--- src/rtl/regbank8_sb.sv ---
// 8 x WIDTH register bank with a pending-write scoreboard.
// The stall output keeps a consumer from reading a register whose producer has not retired yet.
module regbank8_sb #(
  parameter int WIDTH     = 32,
  parameter bit ZERO_REG0 = 1'b1
) (
  input  logic             clk,
  input  logic             rst,
  input  logic             we,
  input  logic [2:0]       wa,
  input  logic [WIDTH-1:0] wd,
  input  logic             pend_set,
  input  logic [2:0]       pend_addr,
  input  logic [2:0]       rs,
  output logic [WIDTH-1:0] q0,
  output logic [WIDTH-1:0] q1,
  output logic [WIDTH-1:0] q2,
  output logic [WIDTH-1:0] q3,
  output logic [WIDTH-1:0] q4,
  output logic [WIDTH-1:0] q5,
  output logic [WIDTH-1:0] q6,
  output logic [WIDTH-1:0] q7,
  output logic [7:0]       busy,
  output logic             stall
);

  logic [WIDTH-1:0] regs [8];
  logic [7:0]       busy_nxt;
  logic             wr_ok;
  logic             set_ok;

  assign wr_ok  = we && !(ZERO_REG0 && (wa == 3'd0));
  assign set_ok = pend_set && !(ZERO_REG0 && (pend_addr == 3'd0));

  // Set is applied after clear so a new producer issued on the retiring edge wins.
  always_comb begin
    busy_nxt = busy;
    if (wr_ok)
      busy_nxt[wa] = 1'b0;
    if (set_ok)
      busy_nxt[pend_addr] = 1'b1;
  end

  always_ff @(posedge clk or negedge rst) begin
    if (!rst) begin
      for (int i = 0; i < 8; i++)
        regs[i] <= '0;
      busy <= 8'h00;
    end else begin
      if (wr_ok)
        regs[wa] <= wd;
      busy <= busy_nxt;
    end
  end

  assign stall = busy[rs] & ~(we & (wa == rs) & ~(pend_set & (pend_addr == rs)));

  assign q0 = ZERO_REG0 ? '0 : regs[0];
  assign q1 = regs[1];
  assign q2 = regs[2];
  assign q3 = regs[3];
  assign q4 = regs[4];
  assign q5 = regs[5];
  assign q6 = regs[6];
  assign q7 = regs[7];

endmodule

--- config.mk ---
export PLATFORM = sky130hd
export DESIGN_NAME = regbank8_sb
export DESIGN_NICKNAME = d
export VERILOG_FILES = /design/src/rtl/regbank8_sb.sv
export SDC_FILE = /design/constraint.sdc
export NUM_CORES = 1
export LEC_CHECK = 0
export CAP_MARGIN = 20
export CORE_MARGIN = 2
export CORE_UTILIZATION = 42
export CTS_CLUSTER_DIAMETER = 200
export DETAILED_ROUTE_END_ITERATION = 10
export PLACE_DENSITY = 0.77
export SLEW_MARGIN = 20
export SYNTH_ARGS = -nofsm -noshare
export SYNTH_HDL_FRONTEND = slang
export SYNTH_SLANG_ARGS = --single-unit
--- constraint.sdc ---
create_clock -name clk -period 1.15 [get_ports clk]
set_input_delay 0.115 -clock clk [delete_from_list [all_inputs] [get_ports clk]]
set_output_delay 0.115 -clock clk [all_outputs]
set_load 0.1 [all_outputs]
==> results.md, run 1 <==
* Hold/Removal Path Class: input pin to async pin
* Pre-Repair DR Iteration Count at 4
* Worst R2R End: q4[12]
* Ant. Diodes at 0
* Leading cell type in the layout, fill and taps excluded: buf_12
* Setup Crit Path Kind: register to output pin
* Clk Latency, worst-skew pair at 0.52 ns
* Worst Skew at 0 ns
* NetSw at 0.02175 W
* Initial core utilization at 42.91%
* CP startpoint kind: register
* # DRC at 0
* RSZ-0062 raised after global routing: true
* Lkg Pwr at 7.417 nW
* Final wirelength at 28000 um
* TNS Setup at -21.02 ns
* Initial antenna violation count at 0
* Reg2Reg Setup Slack at 0.07 ns
* Clock slew at reported path FFs at 0.06 ns
* Internal power at 0.02444 W
* DRT iter0 DRCs at 194
* Final Hold Vio Count at 0
* Switch share at 47.08%
* Vias at 6216
* Total GRT Usage at 23.45%
* Cells after Synth at 556
* Yosys warns at 0
* Max Cap Viol at 0
* Minimum clock period at 2.068 ns
* Layout area overhead at 80.48%
* Slew Limit Fails at 0
* Count of final setup violators at 233
* GR Overflow Total at 0
* FMAX at 483.5 MHz
* Reg2Reg Depth at 3
* DPL Wire Length at 19050 um
* P per Cell Area at 2733 nW/um2
* Core Rows at 54
* Synthesized area at 9364 um2
* Core outline area at 21820 um2
* Max clock buf depth at 3
* Io pins at 310
* Pin count of the biggest net entering global routing at 50
* Cts bufs inserted at 25
* Die area at 23510 um2
* TritonCTS clock tree: built
* Crit path max fanout at 2
* H-Tree Depth at 1
* Worst path required time at 1.03 ns
* Die Height at 153.3 um
* Layout cell share with drive strength beyond 1 at 88.67%
* CTS root buf: clkbuf_16
* Number of global-route vias before repair at 6909
* Crit. End Element: output pin
* Final WS setup at -0.9183 ns
* Worst VDD drop at 2.083 mV
* Final period util at 179.9%
* Sequential Power Share at 26.7%
* Die width at 153.3 um
* Clk pwr share at 16.8%
* Register area share after synthesis at 62.00%
* Global-route wire length before repair at 42880 um
* R2r startpoint: q4[12]
* Via density per instance at 4.969
* Crit path DAT at 1.95 ns
* Status: finished with violations
* Synth cell types at 26
* Failing checks: setup timing
* GP Congestion at 0.8549
* Most frequent cells in the layout: buf_12, dfrtp_2, mux2_2
* # port buffers at 277
* Fin nets at 1000
* Clock Sinks at 232
* Place WS at -0.7467 ns
* Seq cells post-synth at 232
* Mapped Avg Cell Area at 16.84 um2
* DRT antenna net count at 0
* Average wire per standard cell at 22.38 um
* Combinational share of power at 56.5%
* Fillers at 1082
==> cell type report <==
class / instances / area [um2] / area share (%)
inverter: 3 / 11.26 / 0.06663
sequential: 232 / 6116 / 36.19
tap: 280 / 350.3 / 2.073
clock buffer: 34 / 699.4 / 4.139
clock inverter: 9 / 80.08 / 0.4738
timing repair buffer: 401 / 6297 / 37.26
multi-input combinational: 292 / 3346 / 19.80
==> how the worst max path moves through the flow <==
stage	depth (start not counted)	slack, ns	startpoint	end
6_report	4	-0.92	busy[6]	stall
5_1_grt	4	-0.96	busy[0]	stall
4_1_cts	4	-0.94	busy[6]	stall
3_5_place_dp	5	-0.75	we	q1[20]
3_3_place_gp	5	-0.66	we	q1[14]
2_1_floorplan	3	-0.60	busy[2]	stall
==> state kept, by name, summed over array words and instances, names as in the netlist <==
name / flops
q6: 32
q5: 32
q7: 32
q3: 32
q1: 32
q2: 32
busy: 8
q4: 32
==> Yosys cell counts <==
cell type	instances	area [um2]
dfrtp_1	232	5806
mux2_2	162	1824
mux2_4	58	870.8
buf_4	34	255.2
buf_6	13	146.4
buf_2	12	60.06
nand2_1	7	26.28
mux2_1	4	45.04
o21ai_0	4	20.02
xnor2_1	4	35.03
inv_1	3	11.26
nand2b_1	3	18.77
nand4b_4	3	71.32
and4bb_1	2	25.02
mux4_2	2	45.04
o22ai_1	2	12.51
xor2_1	2	17.52
a41oi_1	1	8.760
clkbuf_1	1	3.750
conb_1	1	3.750
mux2i_1	1	10.01
nand4_1	1	6.260
nand4_2	1	12.51
nor2_1	1	3.750
nor3_4	1	16.27
o32ai_1	1	8.760
==> power groups by stage <==
stage,Sequential [W],Combinational [W],Clock (W)
after floorplan,0.0246,0.00282,0
after global placement,0.0124,0.0250,0
after detailed placement,0.0125,0.0252,0
after CTS,0.0123,0.0258,0.00790
after global routing,0.0126,0.0266,0.00821
final,0.0124,0.0261,0.00776
==> routing by layer <==
layer  GRT usage (%)  vias to the layer above  part of all wire, %
li1                -                     2688                    -
met1           28.95                     3227                   38
met2           39.46                      258                   50
met4           5.864                        0                  2.3
met3           8.279                       43                  9.0
met5               0                        -                    0
==> kinds of logic after synthesis <==
logic type	synth area share (%)
DFF	62.00
muxes	29.85
buffers and inverters	5.091
and+or+nand+nor	1.924
AOI/OAI and AO/OA	0.5345
xor gates and xnor gates	0.5612
other	0.04005
==> per-stage QoR <==
| step | instances | hold WS [ns] | total power, W | utilization [%] | area [um2] |
|---|---|---|---|---|---|
| 6_report | 1251 | 0.06885 | 0.04619 | 77.44 | 16900 |
| 5_1_grt | 1251 | 0.08963 | 0.04734 | 77.44 | 16900 |
| 4_1_cts | 1227 | 0.05822 | 0.04609 | 76.54 | 16700 |
| 3_5_place_dp | 1134 | 0.02330 | 0.03773 | 70.97 | 15490 |
| 3_3_place_gp | 1134 | 0.01599 | 0.03736 | 70.97 | 15490 |
| 2_1_floorplan | 587 | -0.1806 | 0.02741 | - | 9995 |
==> critical path: stages (launching register included) <==
cell,delay [ns]
dfrtp_4,0.48
mux4_2,0.51
mux2i_4,0.19
a41oi_4,0.06
buf_12,0.19
==> repair_timing <==
action                                 in CTS  in global routing
resized for setup                          11                  5
setup endpoints to repair                 425                233
pin swaps                                   1                  0
hold buffers                                1                  0
endpoints found under the hold margin     232                  0
setup buffers                              49                 26
gates cloned                                1                  0
Power figures use the tool's default switching activity.
==> inputs of run 2 (changes only) <==
- SKIP_CTS_REPAIR_TIMING: not set -> 1
==> run 2 against run 1 <==
The flow still finishes with violations (setup timing). Register-to-register slack better by 0.11 ns. Global-route usage fell by 0.84 points. Wire length fell by 2.5%. Non-clock buffer count fell by 22. Die area stayed put. Total power shrank 0.72%. Worst hold slack better by 0.0039 ns. Clock power shrank 0.5%. Critical path type unchanged. Largest power group unchanged.
==> results.md, run 2 (synthesis gave the netlist of run 1 again) <==
* Status: finished with violations
* Failing checks: setup timing
* # port buffers at 277 (unchanged)
* DPL Wire Length at 19050 um (unchanged)
* CP startpoint kind: register
* R2r startpoint: q2[11]
* Leading cell type in the layout, fill and taps excluded: buf_12
* Worst path depth at 4 (unchanged)
* Pre-Repair DR Iteration Count at 4 (unchanged)
* CP Capture Point: stall
* Average wire per standard cell at 22.21 um (-0.77%)
* Buf+Inv Stages, Crit Path at 1 (unchanged)
* Crit path DAT at 1.95 ns (about the same)
* Via density per instance at 5.020 (+1.0%)
* Io pins at 310 (unchanged)
* Worst setup startpoint: busy[2]
* Dpl cell area at 15490 um2 (unchanged)
* Number of global-route vias before repair at 6589 (-4.6%)
* Die area at 23510 um2 (unchanged)
* Design Area, Final at 16730 um2 (-1.0%)
* # DRC at 0 (unchanged)
* CP max stage cell: mux4_2
* Die width at 153.3 um (unchanged)
* DRT iter0 DRCs at 177 (-8.8%)
* Global-route wire length before repair at 41420 um (-3.4%)
* Fin nets at 978 (-2.2%)
* Fillers at 1128 (+4.3%)
* Worst VDD drop at 1.977 mV (-5.1%)
* Layout area overhead at 78.67%
* Max clock buf depth at 3 (unchanged)
* Minimum clock period at 2.069 ns (+0.0008510 ns)
* Pin count of the biggest net entering global routing at 50 (unchanged)
* Slew Limit Fails at 0 (unchanged)
* Worst R2R End: q2[11]
* Core Rows at 54 (unchanged)
* Count of final setup violators at 233 (unchanged)
* Clock Sinks at 232 (unchanged)
* TritonCTS clock tree: built
* Clk Latency, worst-skew pair at 0.52 ns (about the same)
* DRT antenna net count at 0 (unchanged)
* Worst Skew at 0 ns (unchanged)
* Cts bufs inserted at 25 (unchanged)
* Final Hold Vio Count at 0 (unchanged)
* Place WS at -0.7467 ns (unchanged)
* RSZ-0062 raised after global routing: true
* Clock slew at reported path FFs at 0.06 ns (about the same)
* Crit path max fanout at 2 (unchanged)
* Final WS setup at -0.9192 ns (-0.0008510 ns)
* H-Tree Depth at 1 (unchanged)
* Setup Crit Path Kind: register to output pin
* FF/Latch Area at 6116 um2 (unchanged)
* CTS root buf: clkbuf_16
* Multi-input logic area at 3346 um2 (unchanged)
* Final period util at 179.9% (about the same)
* Hold/Removal Path Class: input pin to async pin
* Initial antenna violation count at 0 (unchanged)
* Final wirelength at 27300 um (-2.5%)
* Worst path required time at 1.03 ns (about the same)
* Die Height at 153.3 um (unchanged)
* Reg2Reg Depth at 2 (-1)
* Initial core utilization at 42.91% (unchanged)
* Total GRT Usage at 22.60% (-0.84 points)
* Most frequent cells in the layout: buf_12, dfrtp_2, mux2_2
* Max Cap Viol at 0 (unchanged)
* Lkg Pwr at 7.332 nW (-1.1%)
* Reg2Reg Setup Slack at 0.18 ns (+0.11 ns)
* P per Cell Area at 2741 nW/um2 (+0.28%)
* GR Overflow Total at 0 (unchanged)
* Crit-path max cell delay at 0.50 ns (about the same)
* Layout cell share with drive strength beyond 1 at 88.41% (-0.26 points)
* FMAX at 483.3 MHz (about the same)
* GP Congestion at 0.8549 (unchanged)
* Core outline area at 21820 um2 (unchanged)
* Vias at 6170 (-0.74%)
* Crit. End Element: output pin
* Ant. Diodes at 0 (unchanged)
* Delay-heaviest family, CP: multiplexers
* Critical Path, Cell by Cell: mux4_2, mux2i_4, a41oi_4, buf_12
run 2: report_power, final:
group	internal [W]	total [W]	leakage [nW]	switching (W)
clock	0.00447	0.00772	0.386	0.00324
combinational	0.00942	0.0258	4.41	0.0164
sequential	0.0103	0.0124	2.53	0.00201
run 2: area by class of cell:
cell class | instances | share of cell area, %
multi-input combinational | 292 | 20.00
clock buffer | 34 | 4.180
inverter | 3 | 0.06731
sequential | 232 | 36.55
tap | 280 | 2.094
timing repair buffer | 379 | 36.63
clock inverter | 9 | 0.4786
run 2: metrics by stage:
stage | util [%] | power, W | setup TNS (ns) | instances | hold WS, ns
6_report | 76.67 | 0.04586 | -20.31 | 1229 | 0.07275
5_1_grt | 76.67 | 0.04700 | -26.77 | 1229 | 0.09140
4_1_cts | 74.54 | 0.04557 | -42.56 | 1177 | -0.5343
3_5_place_dp | 70.97 | 0.03773 | -140.59 | 1134 | 0.02330
3_3_place_gp | 70.97 | 0.03736 | -131.95 | 1134 | 0.01599
2_1_floorplan | - | 0.02741 | -5.703 | 587 | -0.1806
run 2: worst min path at each step:
stage | to | slack, ns | cells past startpoint
floorplan | q1[0] | -0.18 | 0
global route | q5[8] | 0.09 | 2
CTS | q5[8] | -0.53 | 1
detailed placement | q5[8] | 0.02 | 1
global placement | q5[8] | 0.02 | 1
finish | q5[8] | 0.07 | 2
run 2: per-layer routing:
metal	wire, um	global-route usage [%]	share of wire, %	vias up
met5	0	0	0	-
met4	724	6.658	2.7	0
met3	2460	8.392	9.0	46
met2	13500	36.97	49	256
met1	10610	28.14	39	3222
li1	-	-	-	2646
